==> config.mk <==
export PLATFORM = sky130hd
export DESIGN_NAME = edge_pulse_gen
export DESIGN_NICKNAME = d
export VERILOG_FILES = /design/src/rtl/edge_pkg.sv /design/src/rtl/edge_pend_ctr.sv /design/src/rtl/edge_pulse_gen.sv
export SDC_FILE = /design/constraint.sdc
export NUM_CORES = 1
export LEC_CHECK = 0
export ABC_CLOCK_PERIOD_IN_PS = 2700
export CORE_MARGIN = 8
export CORE_UTILIZATION = 30
export CTS_CLUSTER_DIAMETER = 120
export DETAILED_ROUTE_END_ITERATION = 7
export GPL_ROUTABILITY_DRIVEN = 0
export PLACE_DENSITY_LB_ADDON = 0.2
export REMOVE_ABC_BUFFERS = 1
export SYNTH_ARGS = -nofsm -noshare
export SYNTH_HDL_FRONTEND = slang
export SYNTH_HIERARCHICAL = 1
export SYNTH_SLANG_ARGS = --single-unit
==> constraint.sdc <==
create_clock -name clk -period 2.7 [get_ports clk]
set_input_delay 0.54 -clock clk [delete_from_list [all_inputs] [get_ports clk]]
set_output_delay 0.54 -clock clk [all_outputs]
set_load 0.01 [all_outputs]
==> src/rtl/edge_pkg.sv <==
// Shared types and constants for the edge pulse generator: FSM encoding,
// default timing and width helpers.
package edge_pkg;

    typedef enum logic [1:0] {
        IDLE = 2'b00,
        HIGH = 2'b01,
        LOW  = 2'b10
    } state_t;

    localparam int DEF_HIGH_CYC = 2;
    localparam int DEF_LOW_CYC  = 1;
    localparam int DEF_MAX_PEND = 7;

    // The unused code 2'b11 falls back to IDLE so a corrupted state self-recovers.
    function automatic state_t decode_state(input logic [1:0] code);
        state_t st;
        case (code)
            2'b01:   st = HIGH;
            2'b10:   st = LOW;
            default: st = IDLE;
        endcase
        return st;
    endfunction

    function automatic int tmr_width(input int high_cyc, input int low_cyc);
        int m;
        m = (high_cyc > low_cyc) ? high_cyc : low_cyc;
        return ($clog2(m) < 1) ? 1 : $clog2(m);
    endfunction

endpackage

==> src/rtl/edge_pend_ctr.sv <==
// Saturating pending-request counter; a request that cannot be queued
// produces a one-cycle ovf pulse on the following cycle.
module edge_pend_ctr
    import edge_pkg::*;
#(
    parameter int MAX_PEND = DEF_MAX_PEND,
    localparam int CW = $clog2(MAX_PEND + 1)
) (
    input  logic          clk,
    input  logic          rst_n,
    input  logic          inc,
    input  logic          dec,
    output logic [CW-1:0] cnt,
    output logic          ovf
);

    localparam logic [CW-1:0] CNT_ZERO = CW'(0);
    localparam logic [CW-1:0] CNT_ONE  = CW'(1);
    localparam logic [CW-1:0] CNT_MAX  = CW'(MAX_PEND);

    logic [CW-1:0] cnt_r;
    logic          ovf_r;

    // Count update; simultaneous inc and dec cancel out.
    always_ff @(posedge clk) begin
        if (!rst_n) begin
            cnt_r <= CNT_ZERO;
            ovf_r <= 1'b0;
        end else begin
            ovf_r <= 1'b0;
            case ({inc, dec})
                2'b01: begin
                    if (cnt_r != CNT_ZERO) begin
                        cnt_r <= cnt_r - CNT_ONE;
                    end else begin
                        cnt_r <= cnt_r;
                    end
                end
                2'b10: begin
                    if (cnt_r < CNT_MAX) begin
                        cnt_r <= cnt_r + CNT_ONE;
                    end else begin
                        ovf_r <= 1'b1;
                    end
                end
                default: cnt_r <= cnt_r;
            endcase
        end
    end

    assign cnt = cnt_r;
    assign ovf = ovf_r;

endmodule

==> src/rtl/edge_pulse_gen.sv <==
// Turns single-cycle requests into fixed-length high intervals on x_out, each
// followed by a guaranteed low gap; excess requests are queued.
module edge_pulse_gen
    import edge_pkg::*;
#(
    parameter int HIGH_CYC = DEF_HIGH_CYC,
    parameter int LOW_CYC  = DEF_LOW_CYC,
    parameter int MAX_PEND = DEF_MAX_PEND,
    parameter int CW       = $clog2(MAX_PEND + 1)
) (
    input  logic          clk,
    input  logic          rst_n,
    input  logic          req,
    output logic          x_out,
    output logic          busy,
    output logic [CW-1:0] pend,
    output logic          ovf
);

    localparam int TW = tmr_width(HIGH_CYC, LOW_CYC);
    localparam logic [TW-1:0] TMR_ZERO  = TW'(0);
    localparam logic [TW-1:0] TMR_ONE   = TW'(1);
    localparam logic [TW-1:0] HIGH_LD   = TW'(HIGH_CYC - 1);
    localparam logic [TW-1:0] LOW_LD    = TW'(LOW_CYC - 1);
    localparam logic [CW-1:0] PEND_ZERO = CW'(0);

    if (HIGH_CYC < 1) begin : g_chk_high
        $error("edge_pulse_gen: HIGH_CYC must be >= 1");
    end
    if (LOW_CYC < 1) begin : g_chk_low
        $error("edge_pulse_gen: LOW_CYC must be >= 1");
    end
    if (MAX_PEND < 1) begin : g_chk_pend
        $error("edge_pulse_gen: MAX_PEND must be >= 1");
    end
    if (CW != $clog2(MAX_PEND + 1)) begin : g_chk_cw
        $error("edge_pulse_gen: CW is derived from MAX_PEND");
    end

    state_t        state_r;
    state_t        state_dec_s;
    logic [TW-1:0] tmr_r;
    logic          x_out_r;
    logic          busy_r;
    logic          start_s;
    logic          consume_s;
    logic [CW-1:0] pend_s;
    logic          ovf_s;

    edge_pend_ctr #(
        .MAX_PEND(MAX_PEND)
    ) u_pend_ctr (
        .clk  (clk),
        .rst_n(rst_n),
        .inc  (req),
        .dec  (consume_s),
        .cnt  (pend_s),
        .ovf  (ovf_s)
    );

    // Start/consume decode: a fresh request or a queued one may begin a pulse.
    always_comb begin
        state_dec_s = decode_state(state_r);
        start_s     = req || (pend_s != PEND_ZERO);
        consume_s   = 1'b0;
        case (state_dec_s)
            IDLE:    consume_s = start_s;
            LOW:     consume_s = start_s && (tmr_r == TMR_ZERO);
            default: consume_s = 1'b0;
        endcase
    end

    // Pulse FSM with registered x_out/busy reflecting the next state.
    always_ff @(posedge clk) begin
        if (!rst_n) begin
            state_r <= IDLE;
            tmr_r   <= TMR_ZERO;
            x_out_r <= 1'b0;
            busy_r  <= 1'b0;
        end else begin
            case (state_dec_s)
                IDLE: begin
                    if (start_s) begin
                        state_r <= HIGH;
                        tmr_r   <= HIGH_LD;
                        x_out_r <= 1'b1;
                        busy_r  <= 1'b1;
                    end else begin
                        state_r <= IDLE;
                        tmr_r   <= TMR_ZERO;
                        x_out_r <= 1'b0;
                        busy_r  <= 1'b0;
                    end
                end
                HIGH: begin
                    busy_r <= 1'b1;
                    if (tmr_r != TMR_ZERO) begin
                        state_r <= HIGH;
                        tmr_r   <= tmr_r - TMR_ONE;
                        x_out_r <= 1'b1;
                    end else begin
                        state_r <= LOW;
                        tmr_r   <= LOW_LD;
                        x_out_r <= 1'b0;
                    end
                end
                LOW: begin
                    if (tmr_r != TMR_ZERO) begin
                        state_r <= LOW;
                        tmr_r   <= tmr_r - TMR_ONE;
                        x_out_r <= 1'b0;
                        busy_r  <= 1'b1;
                    end else if (start_s) begin
                        state_r <= HIGH;
                        tmr_r   <= HIGH_LD;
                        x_out_r <= 1'b1;
                        busy_r  <= 1'b1;
                    end else begin
                        state_r <= IDLE;
                        tmr_r   <= TMR_ZERO;
                        x_out_r <= 1'b0;
                        busy_r  <= 1'b0;
                    end
                end
                default: begin
                    state_r <= IDLE;
                    tmr_r   <= TMR_ZERO;
                    x_out_r <= 1'b0;
                    busy_r  <= 1'b0;
                end
            endcase
        end
    end

    assign x_out = x_out_r;
    assign busy  = busy_r;
    assign pend  = pend_s;
    assign ovf   = ovf_s;

endmodule

== Word level (Yosys, flattened, before mapping) ==
Cells that the tools add are included.

* Memories: 0
* Bits in latches: 0
* Memory bits (read-only): 0
* Output and inout port bits: 6
* RAM bits: 0
* Flip-flop bits (word level): 9

* Shift operators: 0
* Divide/modulo/power cells: 0
* Multiplexer cells: 19
* Order comparisons: 1
* $mul: 0
* Eq/ne operators: 8
* Bitwise gates (word level): 1
* $add $sub $neg: 3
* Reductions and logical operators: 7

{| class="wikitable"
|+ Operators by type and width
! operator !! count
|-
| case mux 1 bit (3 select lines) || 3
|-
| two-way mux 1 bit || 8
|-
| equality test 2 x 1 -> 1 bit (second input constant) || 3
|-
| equality test 2 bit (second input constant) || 3
|-
| two-way mux 3 bit || 2
|-
| case mux 2 bit (3 select lines) || 1
|-
| case mux 3 bit (2 select lines) || 1
|-
| two-way mux 2 bit || 2
|-
| case mux 2 bit (2 select lines) || 1
|-
| adder 3 x 1 -> 3 bit (second input constant) || 1
|-
| less-than comparator 3 bit (second input constant) || 1
|-
| AND reduction 3 bit || 1
|-
| nonzero test 3 bit || 1
|-
| subtractor 3 x 1 -> 3 bit (second input constant) || 1
|-
| logical NOT 2 bit || 1
|-
| != test 2 x 1 -> 1 bit (second input constant) || 1
|-
| != test 2 bit (second input constant) || 1
|-
| case mux 1 bit (2 select lines) || 1
|-
| AND reduction 2 bit || 1
|-
| nonzero test 2 bit || 1
|-
| logical AND 1 bit || 1
|-
| logical OR 1 bit || 1
|-
| inverter 1 bit || 1
|-
| subtractor 1 bit (second input constant) || 1
|}

== Depth between registers and ports, before layout ==
* Depth in word-level cells: 7
* Mapped depth: 13
* Gate-level depth less buffers: 12

== Hierarchy ==
The synthesis kept the hierarchy.

{| class="wikitable"
|+ Modules (own cells, without submodules)
! module !! instances !! area an instance (sq um) !! seq. area each (sq um) !! cells each
|-
| edge_pend_ctr || 1 || 262.8 || 80.1 || 34
|-
| edge_pulse_gen || 1 || 222.7 || 80.1 || 24
|}

== Worst setup path before layout ==
OpenSTA, ideal clock, no wires.

* Path kind: input -> register
* Start point: input req
* End point: register u_pend_ctr.cnt_r[2] (netlist: u_pend_ctr/cnt[2])
* Required time: 2.584 ns
* Cell stages on the path: 10
* Arrival: 2.235 ns
* Slack: 0.349 ns
* Library setup time: 0.116 ns
* Cells stage by stage: or4_4 -> o21ai_1 -> nor2_1 -> nor2b_2 -> buf_6 -> xnor2_1 -> ha_1 -> nor3_1 -> a221o_1 -> and3_1

* Cells in the longest elaborated chain, start to end: 6
* Elaborated cells on any way between the ends: 10
* Classes of those cells: 4 x eq/ne; 2 x mux; 4 x reduce/logical

{| class="wikitable"
|+ RTL lines
! what !! RTL line !! RTL
|-
| start: declaration || edge_pulse_gen.sv:13 || <nowiki>input logic req,</nowiki>
|-
| logical OR 1 bit (*) || edge_pulse_gen.sv:64 || <nowiki>start_s = req || (pend_s != PEND_ZERO);</nowiki>
|-
| logical AND 1 bit || edge_pulse_gen.sv:68 || <nowiki>LOW: consume_s = start_s && (tmr_r == TMR_ZERO);</nowiki>
|-
| case mux 1 bit (2 select lines) (*) || edge_pulse_gen.sv:66 || <nowiki>case (state_dec_s)</nowiki>
|-
| via consume_s || edge_pulse_gen.sv:46 || <nowiki>logic consume_s;</nowiki>
|-
| equality test 2 bit or equality test 2 x 1 -> 1 bit (tied branches) || edge_pend_ctr.sv:31 || <nowiki>case ({inc, dec})</nowiki>
|-
| != test 2 x 1 -> 1 bit (no source line), or another cell as far along || -- ||
|-
| AND reduction 3 bit (no source line) || -- ||
|-
| end signal: assignment || edge_pend_ctr.sv:34 || <nowiki>cnt_r <= cnt_r - CNT_ONE;</nowiki>
|-
| end signal: assignment || edge_pend_ctr.sv:36 || <nowiki>cnt_r <= cnt_r;</nowiki>
|-
| end signal: assignment || edge_pend_ctr.sv:41 || <nowiki>cnt_r <= cnt_r + CNT_ONE;</nowiki>
|-
| end: declaration || edge_pend_ctr.sv:21 || <nowiki>logic [CW-1:0] cnt_r;</nowiki>
|}

The timed path passes the listed nets; every way through them passes the cells marked *.
A chain may end at the register's enable or synchronous reset.

== Worst setup path after layout ==
Same ends and word-level chain as after synthesis.

==> metrics.md <==
| Metric | Value |
|---|---|
| Power, Total | `0.000798 W` |
| Post-DRT Antenna Nets | `0` |
| Cell count after synthesis | `58` |
| # rows | `14` |
| RSZ-0062 raised after global routing | `no` |
| ANT cells | `0` |
| Number of max-cap violations | `0` |
| Core ar. | `1510 sq um` |
| HPWL Detailed | `786 microns` |
| FILL cells | `164` |
| Initial DRC Count | `9` |
| Status | `completed` |
| Hold_buf cts | `0` |
| Post-CTS setup buffer count | `0` |
| Avg Cell Area, Syn | `8.37 sq um` |
| Clock Tree Root | `clkbuf_4` |
| Top Ports | `9` |
| Mapped Area | `485 sq um` |
| Clk network pwr share | `0.125` |
| DP Area | `623 sq um` |
| CTS clk-pin slew, worst paths | `0.06 ns` |
| Worst setup SP type | `input pin` |
| Max frequency | `0.407 GHz` |
| CP required | `2.86 ns` |
| Top cells by area, synth | `dfxtp_1 33%, ha_1 13%, nor3_1 5.2%, o21ai_0 5.2%, nand2_1 4.6%` |
| Post-synth ARST share | `0` |
| H-tree levels | `1` |
| R2r setup slk | `0.42 ns` |
| Post-cts resize count | `0` |
| Grt ovf | `0` |
| Sw Share | `0.406` |
| Number of global-route vias before repair | `401` |
| Skew final | `0.00123 ns` |
| Internal power | `0.000474 W` |
| Worst EP arrival | `2.62 ns` |
| Worst vdd ir | `417 uV` |
| # DRC | `0` |
| P_leak | `0.272 nW` |
| Sequential group share of total power | `0.258` |
| Post-synth EDFFs | `0` |
| Largest net degree at the start of global routing | `11` |
| Setup Viol. Count Final | `0` |
| Initial antenna violation count | `0` |
| Slew Viols, Final | `0` |
| Synth top cells by count | `8 x dfxtp_1, 6 x nand2_1, 5 x ha_1, 5 x nor3_1, 5 x o21ai_0` |
| Final instance area | `646 sq um` |
| GRT Total Usage | `0.0729` |
| Switching power | `0.000324 W` |
| Routed wire length | `1.06 mm` |
| Vias | `432` |
| Final Hold Fails | `0` |
| Worst skew pair latency | `0.27 ns` |
| CTS tree | `yes` |
| CP endpoint kind | `flip-flop` |
| Share of cells above drive strength 1 | `0.176` |
| Die Area | `3160 sq um` |
| Seq cells post-synth | `8` |
| Avg Vias per Cell | `4.80` |
| Logic pwr share | `0.617` |
| Inserted Clock Buffers | `3` |
| Critical path class | `input pin to flip-flop` |
| Cell taking the most area after synthesis | `dfxtp_1` |
| Final period utilization | `0.910` |
| Global-route wire length before repair | `1.81 mm` |
| Worst rel slew slack | `0.790` |
| Fin crit period | `2.46 ns` |
| Area occupied by multi-input gates | `299 sq um` |
| Die H | `56.2 microns` |
| Count leader, synth | `dfxtp_1` |
| Area delta synth->final | `33.0%` |
| Final nets | `84` |
| Clk buf depth | `2` |
| Cell variety after synth | `24` |
| PortBufs | `8` |
| Post-DR wirelength/cell | `11.8 microns` |
| DRT Pass-1 Iters | `4` |
| Crit-path max FO | `3` |
| Worst Tran Pin Value | `0.315 ns` |
| Die width | `56.2 microns` |
| Post-synth top area share | `0.330` |
| Synth warnings | `6` |
| Starting Density | `0.322` |
| FF/Latch Area | `160 sq um` |
| PwrDens | `1240 nW/um^2` |
| Primary FF master, synth | `dfxtp_1` |
| Min-delay worst type | `flip-flop to flip-flop` |
| Hold slack | `0.512 ns` |
| Sink Count | `8` |
| Sequential share of the synthesized area | `0.330` |
final cells by class:
| cell class | count | area share |
|---|---|---|
| clock buffer | 3 | 0.0349 |
| inverter | 3 | 0.0174 |
| multi-input combinational | 45 | 0.463 |
| sequential | 8 | 0.248 |
| tap | 16 | 0.0310 |
| timing repair buffer | 15 | 0.205 |
metrics by stage:
step | cells | util | setup WS (ns) | setup TNS [ns]
6_report | 90 | 0.429 | 0.243 | 0
5_1_grt | 90 | 0.429 | 0.134 | 0
4_1_cts | 90 | 0.429 | 0.237 | 0
3_5_place_dp | 87 | 0.414 | -0.0424 | -0.0424
3_3_place_gp | 87 | 0.414 | -0.0338 | -0.0338
2_1_floorplan | 56 | - | 0.329 | 0
power by group through the flow:
stage	combinational (W)	sequential [W]	clock, W
floorplan	0.000263	0.000230	0
global placement	0.000488	0.000208	0
detailed placement	0.000490	0.000209	0
CTS	0.000494	0.000206	0.0000990
global route	0.000554	0.000213	0.000106
finish	0.000492	0.000206	0.0000996
critical path, stage by stage:
cell and delay, ns:
clkdlybuf4s50_1 0.42, or4_4 0.42, o21ai_1 0.13, nor2_1 0.09, nor2b_2 0.14, xnor2_1 0.14, ha_1 0.21, nor3_1 0.07
a221o_1 0.29, and3_1 0.17
worst paths after layout:
| check | start | end | depth (start not counted) |
|---|---|---|---|
| min | tmr_r | state_r[0] | 2 |
| max reg2reg | u_pend_ctr/cnt[1] | u_pend_ctr/cnt[2] | 9 |
| max | req | u_pend_ctr/cnt[2] | 10 |
| min reg2reg | tmr_r | state_r[0] | 2 |
metal layers:
metal,vias up,routed length [microns],GRT usage
met5,-,0,0
met4,0,37,0.0619
met3,5,66,0.0342
met2,9,382,0.0808
met1,183,577,0.0971
li1,235,-,-
cells by family after synthesis:
kind of cell               share of synthesized area
AOI/OAI and AO/OA                              0.183
DFF                                            0.330
buffers and inverters                         0.0541
and+or+nand+nor                                0.265
muxes                                         0.0206
adders and majority gates                      0.129
xor gates and xnor gates                      0.0180
state kept, by name (all words and copies together), names as in the netlist:
signal	cells
u_pend_ctr/cnt	3
state_r	2
busy	1
tmr_r	1
u_pend_ctr/ovf	1
cell usage in the layout, fill, tap and decap left out:
cell type / Yosys / final
a211oi_2: 1 / 1
a221o_1: 1 / 1
nor2b_2: 1 / 1
nor2b_1: 3 / 3
inv_1: 3 / 3
nand2_1: 6 / 6
dfxtp_1: 8 / 8
a22oi_1: 1 / 1
mux2i_1: 1 / 1
a211o_1: 1 / 1
xnor2_1: 1 / 1
nor2_1: 3 / 3
ha_1: 5 / 5
and3_1: 2 / 2
clkdlybuf4s50_1: 0 / 8
and2b_1: 1 / 1
clkbuf_4: 0 / 3
o21ai_1: 1 / 1
nor3_1: 5 / 5
o21ai_0: 5 / 5
buf_4: 0 / 7
nand3_1: 1 / 1
a21oi_1: 4 / 4
nand2b_1: 1 / 1
or4_4: 1 / 1
Note: power is estimated with default switching activity, not from simulation.
